$ cat config.mk
export PLATFORM = sky130hd
export DESIGN_NAME = word_serializer
export DESIGN_NICKNAME = d
export VERILOG_FILES = /design/src/rtl/word_serializer.sv
export SDC_FILE = /design/constraint.sdc
export NUM_CORES = 1
export LEC_CHECK = 0
export ABC_AREA = 0
export BUFFER_PORTS_ARGS = -buffer_cell sky130_fd_sc_hd__buf_2
export CAP_MARGIN = 10
export CELL_PAD_IN_SITES_DETAIL_PLACEMENT = 0
export CELL_PAD_IN_SITES_GLOBAL_PLACEMENT = 1
export CORE_UTILIZATION = 43
export CTS_BUF_LIST = sky130_fd_sc_hd__clkbuf_8
export DETAILED_ROUTE_END_ITERATION = 16
export GPL_TIMING_DRIVEN = 0
export PLACE_DENSITY = 0.85
export SYNTH_ARGS = -nofsm -noshare
export SYNTH_HDL_FRONTEND = slang
export SYNTH_SLANG_ARGS = --single-unit
$ cat constraint.sdc
create_clock -name clk -period 5.2 [get_ports clk]
set_input_delay 0.78 -clock clk [delete_from_list [all_inputs] [get_ports clk]]
set_output_delay 0.78 -clock clk [all_outputs]
set_load 0.05 [all_outputs]
$ cat src/rtl/word_serializer.sv
// Word-to-chunk serializer: emits the enabled CHUNK_W slices of a registered word, lowest index first.
// Optional back-to-back loading during the final handshake is enabled by WORD_SERIALIZER_PIPE_EN.
module word_serializer #(
   parameter  int WORD_W  = 32,
   parameter  int CHUNK_W = 8,
   localparam int CHUNKS  = WORD_W / CHUNK_W,
   localparam int IDX_W   = (CHUNKS > 2) ? $clog2(CHUNKS) : 1
) (
   input  logic               clk,
   input  logic               reset,
   input  logic               in_valid,
   output logic               in_ready,
   input  logic [0:WORD_W-1]  d_in,
   input  logic [0:CHUNKS-1]  en_in,
   output logic               out_valid,
   input  logic               out_ready,
   output logic [0:CHUNK_W-1] d_out,
   output logic [IDX_W-1:0]   out_idx,
   output logic               out_last
);

   if (((WORD_W % CHUNK_W) != 0) || (CHUNKS < 2)) begin : g_bad_cfg
      $error("word_serializer: WORD_W must be a multiple of CHUNK_W giving at least two chunks");
   end

   typedef enum logic {
      IDLE,
      SEND
   } state_t;

   state_t              state, state_n;
   logic [0:WORD_W-1]   word_q, word_n;
   logic [0:CHUNKS-1]   mask_q, mask_n;
   logic [0:CHUNK_W-1]  d_out_q, d_out_n;
   logic [IDX_W-1:0]    idx_q, idx_n;
   logic                last_q, last_n;

   logic                accept;
   logic                advance;
   logic                finish;
   logic [0:CHUNKS-1]   pick_mask;
   logic [0:CHUNKS-1]   p_rem;
   logic                p_found;
   logic [IDX_W-1:0]    p_idx;
   logic [0:CHUNK_W-1]  p_chunk;

   logic [0:CHUNK_W-1]  in_chunk   [CHUNKS];
   logic [0:CHUNK_W-1]  word_chunk [CHUNKS];

   for (genvar g = 0; g < CHUNKS; g++) begin : g_split
      assign in_chunk[g]   = d_in[g*CHUNK_W +: CHUNK_W];
      assign word_chunk[g] = word_q[g*CHUNK_W +: CHUNK_W];
   end

`ifdef WORD_SERIALIZER_PIPE_EN
   assign in_ready = !reset && ((state == IDLE) || ((state == SEND) && last_q && out_ready));
`else
   assign in_ready = !reset && (state == IDLE);
`endif

   assign accept    = in_valid && in_ready;
   assign advance   = (state == SEND) && out_ready && !last_q;
   assign finish    = (state == SEND) && out_ready && last_q;
   assign out_valid = (state == SEND);
   assign d_out     = d_out_q;
   assign out_idx   = idx_q;
   assign out_last  = last_q;

   // A single priority pick serves both a fresh word (from the inputs) and the next chunk of the held word.
   always_comb begin
      pick_mask = accept ? en_in : mask_q;
      p_rem     = pick_mask;
      p_found   = 1'b0;
      p_idx     = '0;
      p_chunk   = '0;
      for (int unsigned k = 0; k < CHUNKS; k++) begin
         if (!p_found && pick_mask[k]) begin
            p_found  = 1'b1;
            p_idx    = IDX_W'(k);
            p_chunk  = accept ? in_chunk[k] : word_chunk[k];
            p_rem[k] = 1'b0;
         end
      end
   end

   always_comb begin
      state_n = state;
      word_n  = word_q;
      mask_n  = mask_q;
      d_out_n = d_out_q;
      idx_n   = idx_q;
      last_n  = last_q;

      if (finish) begin
         state_n = IDLE;
         last_n  = 1'b0;
      end

      if (advance) begin
         d_out_n = p_chunk;
         idx_n   = p_idx;
         mask_n  = p_rem;
         last_n  = (p_rem == '0);
      end

      if (accept) begin
         word_n = d_in;
         mask_n = p_rem;
         if (p_found) begin
            state_n = SEND;
            d_out_n = p_chunk;
            idx_n   = p_idx;
            last_n  = (p_rem == '0);
         end else begin
            state_n = IDLE;
            last_n  = 1'b0;
         end
      end
   end

   always_ff @(posedge clk) begin
      if (reset) begin
         state   <= IDLE;
         word_q  <= '0;
         mask_q  <= '0;
         d_out_q <= '0;
         idx_q   <= '0;
         last_q  <= 1'b0;
      end else begin
         state   <= state_n;
         word_q  <= word_n;
         mask_q  <= mask_n;
         d_out_q <= d_out_n;
         idx_q   <= idx_n;
         last_q  <= last_n;
      end
   end

endmodule

==> reports/results.ini, run 1 <==
[setup_path]
max_stage_delay_ps = 270
reg2reg_slack_ps = 3170
end_kind = output pin
cp_top_family = buffers and inverters
worstPathRequired_ps = 4420
critical_path.cell_chain = buf_6 -> clkbuf_1 -> nor2_1 -> buf_2
crit_buf_inv = 3
cp_data_arrival_time_ps = 1480
worst-r2r-cell-count = 6
regToRegStartpoint = out_valid$_SDFFE_PP0P_
worstReg2RegEnd = d_out[7]$_SDFF_PP0_
path_class = in2out
worstPathMaxFanout = 9
crit_path_start_kind = input port
crit_slowest_cell = buf_2

[floorplan]
start_util_pct = 45.5
io_pins = 53
fp.dieH_microns = 73.4
num_rows = 25
core_sq_mm = 0.00482
die_w_microns = 73.4
dieArea_sq_mm = 0.00538

[yosys]
synthTopCellsByCount = nand2_1 (45), dfxtp_1 (39), a21oi_1 (28)
synth_cells = 273
ys_seq_elements = 39
netlist.top_cell.by_area = dfxtp_1
yosysSeqAreaShare_pct = 35.7
synth_xor_area_share_pct = 0
ys_warn_count = 0
syn-cell-area_sq_mm = 0.00219
synth_edf_count = 0
synth_cell_types = 36
synth_area_leaders = dfxtp_1 (36%), nand2_1 (7.7%), a21oi_1 (6.4%), nand3b_1 (5.5%), a221oi_1 (4.0%)
yosys.area_share.simple_pct = 25.2
synth_compound_area_share_pct = 24.9
ys_async_sr_fraction_pct = 0
syn_area_per_cell_sq_um = 8.02
synth_fp_nets = 313
synth_fa_ha_area_share_pct = 0.457
yosysMostFrequentCell = nand2_1
synth_top_area_share_pct = 35.7
synth_top_family_by_area = simple AND/OR/NAND/NOR gates
synthFlopType = dfxtp_1
synthMuxAreaShare_pct = 7.03

[clock_tree]
ctsResizeCount = 0
cts_tree = built
cts-root-buf = clkbuf_8
clk_latency_ps = 290
cts_buffers = 5
clk_pin_slew_ps = 70
clock_sinks = 39
postCtsSetupRepairBufs = 0
cts_max_level = 2
hold_buffers = 0
cts.path.max_buffers = 2

[power]
clkPwrFrac_pct = 28.9
intPower_uw = 464
power.density_mw_per_mm2 = 257
ir_worst_vdd_uv = 143
leakage_uw = 0.00102
p_seq_share_pct = 48.2
p_sw_uw = 207
pwr-share-comb_pct = 22.9
design_power_total_uw = 671
switching_share_pct = 30.8

[timing]
period_needed_ps = 2260
fin_skew_ps = 9.78
fmax_mhz = 443
slew_headroom_pct = 43.5
fin_setup_tns_ps = 0
holdWs_ps = 451
rsz0062_at_grt = false
period_share_pct = 43.4
worst-slew-pin-transition_ps = 824
hold_viol = 0
finalMaxSlewViolations = 0
setup_viol = 0

[layout]
area_growth_pct = 19.2
final_core_util_pct = 54.2
final_nets = 371
design_area_sq_mm = 0.00261
layout-drive-gt1-share_pct = 22.9
fill_cells = 542
diodes = 0

[route]
drc = 0
drt_wl_total_microns = 6070
route.vias.total = 2121
drtPass1Iterations = 4
wl_per_cell_microns = 15.2
ant_nets = 0
drt_iter0_drc = 144
vias_per_cell = 5.32

[grt]
grt-ovfl-total = 0
antenna_found_initial = 0
grt_pass1_vias = 2017
grt_max_degree = 12
grt_usage_pct = 24.3
grt_pass1_wl_microns = 9740

[placement]
gp_congestion = 0.873
io_buffers = 51
hpwlAfterDp_microns = 4550
place_area_sq_mm = 0.00253

[hold_path]
min_from = word_chunk[10]$_SDFFE_PP0N_
hold_depth = 2
min_to = word_chunk[10]$_SDFFE_PP0N_
hold_class = reg2reg

[run]
drv_cap = 0

[outcome]
outcome = completed

## state kept, by name, indices dropped and copies added (netlist names)
register / count
word_chunk: 24
d_out: 8
mask_q: 3
out_idx: 2
out_last: 1
out_valid: 1
## worst max-delay path by stage
| stage | start | to | slack [ps] | depth (start not counted) |
|---|---|---|---|---|
| after detailed placement | reset | mask_q[3]$_SDFFE_PP0P_ | 2660 | 6 |
| after global routing | en_in[0] | out_idx[1]$_SDFF_PP0_ | 2820 | 5 |
| after CTS | reset | in_ready | 2960 | 4 |
| after global placement | reset | mask_q[3]$_SDFFE_PP0P_ | 2680 | 6 |
| after floorplan | reset | in_ready | 2730 | 3 |
| final | reset | in_ready | 2940 | 4 |
## cells by family (layout without fill, tap and decap cells)
| family | after synthesis | after routing |
|---|---|---|
| AND/OR/NAND/NOR | 105 | 105 |
| multiplexers | 13 | 13 |
| AO/OA/AOI/OAI | 82 | 82 |
| flip-flops | 39 | 39 |
| buffers and inverters | 33 | 92 |
| adder cells (fa/ha/maj) | 1 | 1 |
## metrics by stage
step           setup WS [ps]  instances
2_1_floorplan           2730        273
3_3_place_gp            2680        391
3_5_place_dp            2660        391
4_1_cts                 2960        399
5_1_grt                 2820        399
6_report                2940        399
## power by group through the flow
| stage | clock network (uW) | registers (uW) | logic (uW) |
|---|---|---|---|
| after floorplan | 0 | 353 | 83.2 |
| after global placement | 0 | 331 | 152 |
| after detailed placement | 0 | 331 | 153 |
| after CTS | 203 | 324 | 154 |
| after global routing | 215 | 326 | 168 |
| final | 194 | 324 | 154 |
## worst register-to-register path, delay by kind of cell, from the launching register on
| family | cells | cell delay [ps] |
|---|---|---|
| muxes | 1 | 310 |
| and+or+nand+nor | 1 | 410 |
| DFF | 1 | 380 |
| buffers and inverters | 2 | 300 |
| AOI/OAI and AO/OA | 2 | 520 |
## per-layer routing
| metal | routed length, microns | global-route usage [%] |
|---|---|---|
| met5 | 0 | 0 |
| met1 | 2860 | 32.1 |
| met3 | 250 | 4.39 |
| met4 | 93 | 7.69 |
| met2 | 2860 | 40.1 |
## area by class of cell
cell class | instances | area [sq um] | area share, %
multi-input cells | 201 | 1260 | 48.3
flip-flops and latches | 39 | 781 | 29.9
repair buffers | 51 | 255 | 9.78
plain buffers | 28 | 130 | 4.99
well taps | 67 | 83.8 | 3.21
clock buffers | 5 | 68.8 | 2.64
inverters | 5 | 18.8 | 0.719
clock inverters | 3 | 12.5 | 0.479
## cell usage in the layout, fill, tap and decap left out, types with 10 or more instances in the layout
cell type / instances
a21oi_1: 28
a221oi_1: 10
buf_2: 53
clkbuf_1: 17
dfxtp_1: 39
nand2_1: 45
nand2b_1: 10
nand3b_1: 16
nor2b_1: 10
No activity file was read; power rests on OpenSTA's default activity.
==> run 2, diff against run 1 <==
--- a/config.mk
+++ b/config.mk
@@ -10,11 +10,11 @@
 export CAP_MARGIN = 10
 export CELL_PAD_IN_SITES_DETAIL_PLACEMENT = 0
 export CELL_PAD_IN_SITES_GLOBAL_PLACEMENT = 1
-export CORE_UTILIZATION = 43
+export CORE_UTILIZATION = 40
 export CTS_BUF_LIST = sky130_fd_sc_hd__clkbuf_8
 export DETAILED_ROUTE_END_ITERATION = 16
 export GPL_TIMING_DRIVEN = 0
-export PLACE_DENSITY = 0.85
+export PLACE_DENSITY = 0.8
 export SYNTH_ARGS = -nofsm -noshare
 export SYNTH_HDL_FRONTEND = slang
 export SYNTH_SLANG_ARGS = --single-unit
==> constraint.sdc (replaced) <==
create_clock -name clk -period 2.3 [get_ports clk]
set_input_delay 0.345 -clock clk [delete_from_list [all_inputs] [get_ports clk]]
set_output_delay 0.345 -clock clk [all_outputs]
set_load 0.05 [all_outputs]
==> run 2 against run 1 <==
Against the previous run: sequential share of layout area about the same; setup slack got worse by 2700 ps; sequential power rose by 130%; critical endpoint is now mask_q[3]$_SDFFE_PP0P_; critical path type is now reg2reg; largest power group unchanged.
==> reports/results.ini, run 2 (synthesized netlist as in run 1, its figures left out) <==
[timing]
hold_viol = 0  ; unchanged
finalMaxSlewViolations = 0  ; unchanged
slew_headroom_pct = 39.6  ; was 43.5%
period_needed_ps = 2070
fin_setup_tns_ps = 0  ; unchanged
setup_viol = 0  ; unchanged
fmax_mhz = 482
worst-slew-pin-transition_ps = 881  ; was 824 ps
rsz0062_at_grt = false  ; unchanged
fin_skew_ps = 10.4  ; was 9.78 ps
period_share_pct = 90.1

[layout]
layout_commonest_cell = buf_2  ; unchanged
final_nets = 371  ; unchanged
fill_cells = 551  ; was 542
layout.cells.most_common_list = buf_2 (53), nand2_1 (45), dfxtp_1 (39)  ; unchanged
area_growth_pct = 19.4  ; was 19.2%
layout.cells.non_filler = 402  ; was 399
final_core_util_pct = 50.2  ; was 54.2%
largest_reg_flops = 24  ; unchanged
layout-drive-gt1-share_pct = 22.9  ; unchanged
diodes = 0  ; unchanged

[clock_tree]
postCtsSetupRepairBufs = 0  ; unchanged
clk_pin_slew_ps = 80  ; was 70 ps
cts_max_level = 2  ; unchanged
hold_buffers = 0  ; unchanged
cts_buffers = 5  ; unchanged
ctsResizeCount = 0  ; unchanged
clk_latency_ps = 290  ; about the same
clock_sinks = 39  ; unchanged
cts-root-buf = clkbuf_8  ; unchanged
cts.path.max_buffers = 2  ; unchanged
cts_tree = built  ; unchanged

[power]
ir_worst_vdd_uv = 279  ; was 143 uV
design_power_total_uw = 1530  ; was 671 uW
leakage_uw = 0.00102  ; unchanged
power.density_mw_per_mm2 = 584  ; was 257 mW/mm^2

[grt]
grt-ovfl-total = 0  ; unchanged
grt_usage_pct = 22.5  ; was 24.3%
grt_pass1_vias = 2113  ; was 2017
antenna_found_initial = 0  ; unchanged
grt_pass1_wl_microns = 10200  ; was 9740 microns
grt_max_degree = 12  ; unchanged

[route]
ant_nets = 0  ; unchanged
vias_per_cell = 5.28  ; was 5.32
drt_iter0_drc = 137  ; was 144
drc = 0  ; unchanged
route.vias.total = 2124  ; was 2121
wl_per_cell_microns = 15.4  ; was 15.2 microns
drt_wl_total_microns = 6180  ; was 6070 microns
drtPass1Iterations = 4  ; unchanged

[setup_path]
crit_path_start_kind = flop  ; was input port
worstPathMaxFanout = 10  ; was 9
cp_data_arrival_time_ps = 2240  ; was 1480 ps
path_class = reg2reg  ; was in2out
critPathLaunch = out_valid$_SDFFE_PP0P_  ; was reset
worstPathRequired_ps = 2470  ; was 4420 ps
regToRegStartpoint = out_valid$_SDFFE_PP0P_  ; unchanged
end_kind = flop  ; was output pin

[placement]
io_buffers = 51  ; unchanged
gp_congestion = 0.812  ; was 0.873
hpwlAfterDp_microns = 4630  ; was 4550 microns
dp.cells = 394  ; was 391

[hold_path]
min_from = d_in[28]  ; was word_chunk[10]$_SDFFE_PP0N_
hold_class = in2reg  ; was reg2reg

[floorplan]
die_w_microns = 76.0  ; was 73.4 microns
num_rows = 26  ; was 25
fp.dieH_microns = 76.0  ; was 73.4 microns
io_pins = 53  ; unchanged
start_util_pct = 42.1  ; was 45.5%
dieArea_sq_mm = 0.00577  ; was 0.00538 sq mm
core_sq_mm = 0.00520  ; was 0.00482 sq mm

[run]
drv_cap = 0  ; unchanged

[outcome]
outcome = completed  ; unchanged

## run 2: cell counts in the layout (fill, tap and decap cells not counted)
No cell type changed its count.
## run 2: critical path: stages (launching register included)
cell     delay [ps]
dfxtp_1         390
nor3b_1         200
buf_2           250
mux2i_1         770
a221o_1         270
a21oi_1          60
## run 2: path summary, 6_finish.rpt
check,end,slack (ps),cells past startpoint
setup / recovery,mask_q[3]$_SDFFE_PP0P_,230,5
hold / removal,word_chunk[3]$_SDFFE_PP0N_,290,3
hold reg to reg,word_chunk[10]$_SDFFE_PP0N_,450,2
setup reg to reg,mask_q[3]$_SDFFE_PP0P_,230,5
## run 2: stage by stage
step	hold WS [ps]	worst slack (ps)	area, sq um
2_1_floorplan	431	318	2190
3_3_place_gp	439	199	2530
3_5_place_dp	447	190	2530
4_1_cts	289	220	2610
5_1_grt	304	89.8	2610
6_report	294	227	2610
## run 2: per-layer routing
metal	track usage, %	share of wire [%]	wire, microns
met1	29.8	48	2960
met2	35.4	46	2860
met3	4.31	2.7	165
met4	10.4	3.2	195
met5	0	0	0
## run 2: where the power goes
part           total [uW]  switching (uW)  internal [uW]  leakage, uW
clock                 446             242            204    0.0000505
combinational         347             214            134     0.000653
sequential            733            20.3            712     0.000318
total                1530             475           1050      0.00102
## run 2: layout make-up
type	count	area, sq um	share of cell area [%]
clock buffers	5	68.8	2.63
inverters	5	18.8	0.718
clock inverters	3	12.5	0.479
repair buffers	51	255	9.77
well taps	70	87.6	3.35
flip-flops and latches	39	781	29.9
plain buffers	28	130	4.98
multi-input cells	201	1260	48.2
